### src/rtl/addsub_seq_pkg.sv
// Shared definitions for the sequential slice-serial adder/subtractor:
// operation encodings and the control FSM state type.
package addsub_seq_pkg;

    localparam logic OP_ADD = 1'b0;
    localparam logic OP_SUB = 1'b1;

    typedef enum logic [1:0] {
        IDLE = 2'd0,
        BUSY = 2'd1,
        DONE = 2'd2
    } state_t;

endpackage

### src/rtl/addsub_slice.sv
// SLICE-bit ripple-carry adder; also reports the carry into its top bit so
// the caller can derive signed overflow on the final slice.
module addsub_slice #(
    parameter int SLICE = 16
) (
    input  logic [SLICE-1:0] a_i,
    input  logic [SLICE-1:0] b_i,
    input  logic             cin_i,
    output logic [SLICE-1:0] s_o,
    output logic             cout_o,
    output logic             cmsb_o
);

    logic c_v;

    always_comb begin
        c_v    = cin_i;
        s_o    = '0;
        cmsb_o = 1'b0;
        for (int i = 0; i < SLICE; i++) begin
            if (i == SLICE - 1) begin
                cmsb_o = c_v;
            end
            s_o[i] = a_i[i] ^ b_i[i] ^ c_v;
            c_v    = (a_i[i] & b_i[i]) | (c_v & (a_i[i] ^ b_i[i]));
        end
        cout_o = c_v;
    end

endmodule

### src/rtl/addsub_seq.sv
// Sequential add/subtract: operands are latched on accept and summed SLICE
// bits per clock through one shared slice adder; flags are registered at the end.
module addsub_seq
    import addsub_seq_pkg::*;
#(
    parameter int WIDTH = 64,
    parameter int SLICE = 16
) (
    input  logic             clk,
    input  logic             rst_n,
    input  logic             in_valid,
    output logic             in_ready,
    input  logic             op,
    input  logic [WIDTH-1:0] a,
    input  logic [WIDTH-1:0] b,
    output logic             out_valid,
    input  logic             out_ready,
    output logic [WIDTH-1:0] sum,
    output logic             carry,
    output logic             overflow,
    output logic             zero,
    output logic             sign,
    output state_t           state_dbg
);

    localparam int NSLICE = WIDTH / SLICE;
    localparam int KW     = (NSLICE > 1) ? $clog2(NSLICE) : 1;
    localparam logic [KW-1:0] K_LAST = KW'(NSLICE - 1);

    if ((WIDTH % SLICE) != 0 || SLICE <= 0) begin : g_bad_slice
        $error("addsub_seq: WIDTH must be a positive multiple of SLICE");
    end

    // Handshake: a transfer happens on a rising edge where valid and ready are
    // both 1. in_ready is high only in IDLE, out_valid only in DONE; a held
    // result and its flags do not change until out_ready is seen.

    state_t           state_q;
    logic             in_ready_q, out_valid_q;
    logic [WIDTH-1:0] a_q, b_q, sum_q, sum_d;
    logic             cy_q;
    logic [KW-1:0]    k_q;
    logic             carry_q, overflow_q, zero_q, sign_q;

    logic [SLICE-1:0] sl_a, sl_b, sl_s;
    logic             sl_cout, sl_cmsb;

    assign sl_a = a_q[k_q * SLICE +: SLICE];
    assign sl_b = b_q[k_q * SLICE +: SLICE];

    addsub_slice #(
        .SLICE (SLICE)
    ) u_slice (
        .a_i    (sl_a),
        .b_i    (sl_b),
        .cin_i  (cy_q),
        .s_o    (sl_s),
        .cout_o (sl_cout),
        .cmsb_o (sl_cmsb)
    );

    always_comb begin
        sum_d = sum_q;
        sum_d[k_q * SLICE +: SLICE] = sl_s;
    end

    always_ff @(posedge clk or negedge rst_n) begin
        if (!rst_n) begin
            state_q     <= IDLE;
            in_ready_q  <= 1'b1;
            out_valid_q <= 1'b0;
            a_q         <= '0;
            b_q         <= '0;
            sum_q       <= '0;
            cy_q        <= 1'b0;
            k_q         <= '0;
            carry_q     <= 1'b0;
            overflow_q  <= 1'b0;
            zero_q      <= 1'b0;
            sign_q      <= 1'b0;
        end else begin
            case (state_q)
                IDLE: begin
                    if (in_valid) begin
                        // Subtract is a + ~b + 1: invert b and seed the carry.
                        a_q        <= a;
                        b_q        <= (op == OP_SUB) ? ~b : b;
                        cy_q       <= (op == OP_SUB);
                        k_q        <= '0;
                        in_ready_q <= 1'b0;
                        state_q    <= BUSY;
                    end
                end
                BUSY: begin
                    sum_q <= sum_d;
                    cy_q  <= sl_cout;
                    k_q   <= k_q + KW'(1);
                    if (k_q == K_LAST) begin
                        carry_q     <= sl_cout;
                        overflow_q  <= sl_cmsb ^ sl_cout;
                        zero_q      <= (sum_d == '0);
                        sign_q      <= sum_d[WIDTH-1];
                        k_q         <= '0;
                        out_valid_q <= 1'b1;
                        state_q     <= DONE;
                    end
                end
                DONE: begin
                    if (out_ready) begin
                        out_valid_q <= 1'b0;
                        in_ready_q  <= 1'b1;
                        state_q     <= IDLE;
                    end
                end
                default: begin
                    out_valid_q <= 1'b0;
                    in_ready_q  <= 1'b1;
                    state_q     <= IDLE;
                end
            endcase
        end
    end

    assign in_ready  = in_ready_q;
    assign out_valid = out_valid_q;
    assign sum       = sum_q;
    assign carry     = carry_q;
    assign overflow  = overflow_q;
    assign zero      = zero_q;
    assign sign      = sign_q;
    assign state_dbg = state_q;

endmodule

### config.mk
export PLATFORM = sky130hd
export DESIGN_NAME = addsub_seq
export DESIGN_NICKNAME = d
export VERILOG_FILES = /design/src/rtl/addsub_seq_pkg.sv /design/src/rtl/addsub_slice.sv /design/src/rtl/addsub_seq.sv
export SDC_FILE = /design/constraint.sdc
export NUM_CORES = 1
export LEC_CHECK = 0
export ABC_AREA = 1
export CAP_MARGIN = 20
export CORE_MARGIN = 2
export CORE_UTILIZATION = 24
export DETAILED_ROUTE_END_ITERATION = 6
export GPL_TIMING_DRIVEN = 0
export MAX_ROUTING_LAYER = met4
export PLACE_DENSITY = 0.42
export SLEW_MARGIN = 25
export SYNTH_ARGS = -nofsm -noshare
export SYNTH_HDL_FRONTEND = slang
export SYNTH_HIERARCHICAL = 1
export SYNTH_SLANG_ARGS = --single-unit
### constraint.sdc
create_clock -name clk -period 10.45 [get_ports clk]
set_clock_uncertainty 0.1 [all_clocks]
set_input_delay 2.09 -clock clk [delete_from_list [all_inputs] [get_ports clk]]
set_output_delay 2.09 -clock clk [all_outputs]
set_load 0.02 [all_outputs]
==> metrics <==
run status=finished clean; Layout Cells excl Fill=2180; Initial Utilization=24.37%; WP data required=10.84 ns; pins over their slew limit=0; max frequency=between 0.1 and 0.15 GHz; Post-CTS Hold Fix Bufs=0; gr ovfl total=0; Worst path max stage delay=0.61 ns; post-synth top area share=48.05%; Clock transition at path regs=roughly 0.060 ns; Max-Slew Margin vs Limit=about 52%; vias in the first global route=10.07k; setup bufs post-CTS=0; placement row count=76; I/O Buffers=203; total length of routed wires=40.25 mm; H-tree levels=1; antenna violations before repair=0; Syn Std Cell Area=10520 sq um; CTS tree=built; routed len/inst=about 18 microns; DP Area=13340 sq um; DRT iter0 DRCs=512; Core ar.=around 43000 sq um; first-pass GRT wire length=slightly above 60 mm; Crit. End Element=flop; register area share after synthesis=roughly 48%; Fillers=4713; largest buffer count on any clock path=3; clk_lat worst skew=0.56 ns; Die Span Y=213.4 microns; GPL Wtd Cong=between 0.8 and 0.9; vias per inst=around 4.5; TritonCTS Buffers=27; post-DP HPWL=between 30 and 40 mm; Final ANT Viol Nets=0; slowest stage cell, crit path=dfrtp_1; Synth Warn #=6; setup violators final=0; share of cells above drive strength 1=6.332%; Inserted Diodes=0; Post-layout nets=about 1.7k; crit path DAT=between 9 and 10 ns; Worst Tran Pin Value=0.7178 ns; VDD IR-drop max=0.0001761 V; CP Max Fanout=12; Syn Nets=between 1k and 1.5k; largest net degree at the start of global routing=80; Hold Crit Class=reg2reg; DR DRC count=0; Cell Pwr Density=approximately 380 nW/um^2; max-cap viol count=0; final core occ=33.25%; Hold Vio Cnt, Final=0; leakage power=6.445 nW; hold_ws=0.3664 ns; P&R area growth vs syn=36.43%; cts repair resizes=0; Synth Instances=1340; cell accounting for the most synthesized area=dfrtp_1; die area=45520 sq um; final worst-path cycle share=88.94%; Setup Crit Path Kind=reg2reg; R2R setup slack=1.16 ns; Design Area, Final=approximately 14000 sq um; Ports=205; DRT Pass-1 Iters=5; RSZ-0062 raised after global routing=false; synth top area cells=dfrtp_1 48%, nand2_1 17%, o21ai_0 7.5%, nor2_1 5.6%, xnor2_1 5.4%; Worst Setup Start Kind=flop; post-route minimum period=about 9.3 ns; post-placement cell count=2130; GR Util All Layers=between 10% and 20%; clock sinks=203; Yosys cell types=27; CP most frequent cell=fa_1; Avg Inst Size Synth=7.851 sq um; root buf cell=clkbuf_16; chip width=roughly 210 microns; vias=9714; Yosys reg bits=203
-- metrics by stage --
stage	total power, W	TNS (ns)	worst slack [ns]
2_1_floorplan	0.003141	0	2.433
3_5_place_dp	0.004472	0	1.119
3_3_place_gp	0.004443	-447.60	-2.255
5_1_grt	0.005930	0	0.6067
6_report	0.005488	0	1.156
4_1_cts	0.005548	0	1.107
-- flip-flops by register name (all words and copies together), names as in the netlist --
signal     count
b_q           64
in_ready       1
zero           1
carry          1
overflow       1
sign           1
out_valid      1
sum           64
k_q            2
cy_q           1
state_dbg      2
a_q           64
-- cell usage in the layout (no fill, tap or decap), types with 2 or more instances in the layout --
| cell type | netlist | final |
|---|---|---|
| o21ai_0 | 158 | 158 |
| nor2_1 | 156 | 156 |
| fa_1 | 16 | 16 |
| nand3_2 | 2 | 2 |
| xnor2_1 | 65 | 65 |
| a31oi_1 | 33 | 33 |
| inv_1 | 38 | 38 |
| o21ai_1 | 14 | 14 |
| clkdlybuf4s50_1 | 0 | 202 |
| nor2_2 | 3 | 3 |
| dfrtp_1 | 202 | 202 |
| clkbuf_1 | 35 | 41 |
| ha_1 | 6 | 6 |
| buf_4 | 2 | 2 |
| buf_6 | 2 | 2 |
| buf_1 | 8 | 8 |
| o22ai_1 | 33 | 33 |
| bufinv_16 | 0 | 7 |
| buf_2 | 33 | 33 |
| clkbuf_8 | 0 | 3 |
| inv_2 | 9 | 9 |
| clkbuf_16 | 0 | 27 |
| clkinv_2 | 0 | 3 |
| buf_16 | 0 | 2 |
| clkinvlp_4 | 0 | 2 |
| nand2_1 | 481 | 481 |
| nand3_1 | 37 | 37 |
-- synthesized netlist by cell type --
cell      count
a21oi_1       1
a22oi_1       1
a31oi_1      33
buf_1         8
buf_2        33
buf_4         2
buf_6         2
clkbuf_1     35
dfrtp_1     202
dfstp_2       1
fa_1         16
ha_1          6
inv_1        38
inv_2         9
inv_4         1
nand2_1     481
nand3_1      37
nand3_2       2
nor2_1      156
nor2_2        3
nor2_4        1
o21a_1        1
o21ai_0     158
o21ai_1      14
o22ai_1      33
o31ai_1       1
xnor2_1      65
-- path summary, 6_finish.rpt --
path / startpoint / end / cells past startpoint
max in group asynchronous: rst_n / b_q[30] / 2
min in group asynchronous: rst_n / sum[41] / 1
worst min-delay path: in_ready / in_ready / 2
worst min register to register: in_ready / in_ready / 2
worst max register to register: k_q[0] / zero / 36
worst max-delay path: k_q[0] / zero / 36
-- cell families (layout without fill, tap and decap cells) --
family / Yosys count / count (layout) / share of synthesized area [%]
AO/OA/AOI/OAI: 242 / 242 / 12.37
XOR/XNOR: 65 / 65 / 5.412
AND/OR/NAND/NOR: 680 / 680 / 24.96
flip-flops: 203 / 203 / 48.30
adder cells (fa/ha/maj): 22 / 22 / 3.758
buffers and inverters: 128 / 383 / 5.197
-- worst max-delay path: cells and delay by family, from the launching register on --
kind                       cells  cell delay [ns]
adders and majority gates     16             6.02
AOI/OAI and AO/OA              1             0.19
DFF                            1             0.61
buffers and inverters          8             1.13
and+or+nand+nor               11             1.15
-- power breakdown --
group	internal, W	switching [W]	total (W)
clock network	0.000672	0.000384	0.00106
registers	0.00115	0.000269	0.00142
logic	0.00104	0.00197	0.00301
-- area by class of cell --
cell class                      count  area [sq um]  share of cell area (%)
Inverter                           48         182.7                   1.273
Clock buffer                       36         739.5                   5.152
Sequential cell                   203          5081                   35.40
Tap cell                          585         732.0                   5.100
Clock inverter                     14         269.0                   1.874
Multi-Input combinational cell   1009          4892                   34.09
Buffer                             80         364.1                   2.537
Timing Repair Buffer              205          2092                   14.58
-- metal layers --
metal | vias to the layer above | global-route usage (%) | wire, microns
li1 | 4781 | - | -
met1 | 4627 | 23.90 | 18450
met2 | 255 | 31.08 | 19410
met3 | 51 | 1.933 | 1501
met4 | 0 | 3.879 | 886
met5 | - | - | 0
No activity file was read; power rests on OpenSTA's default activity.
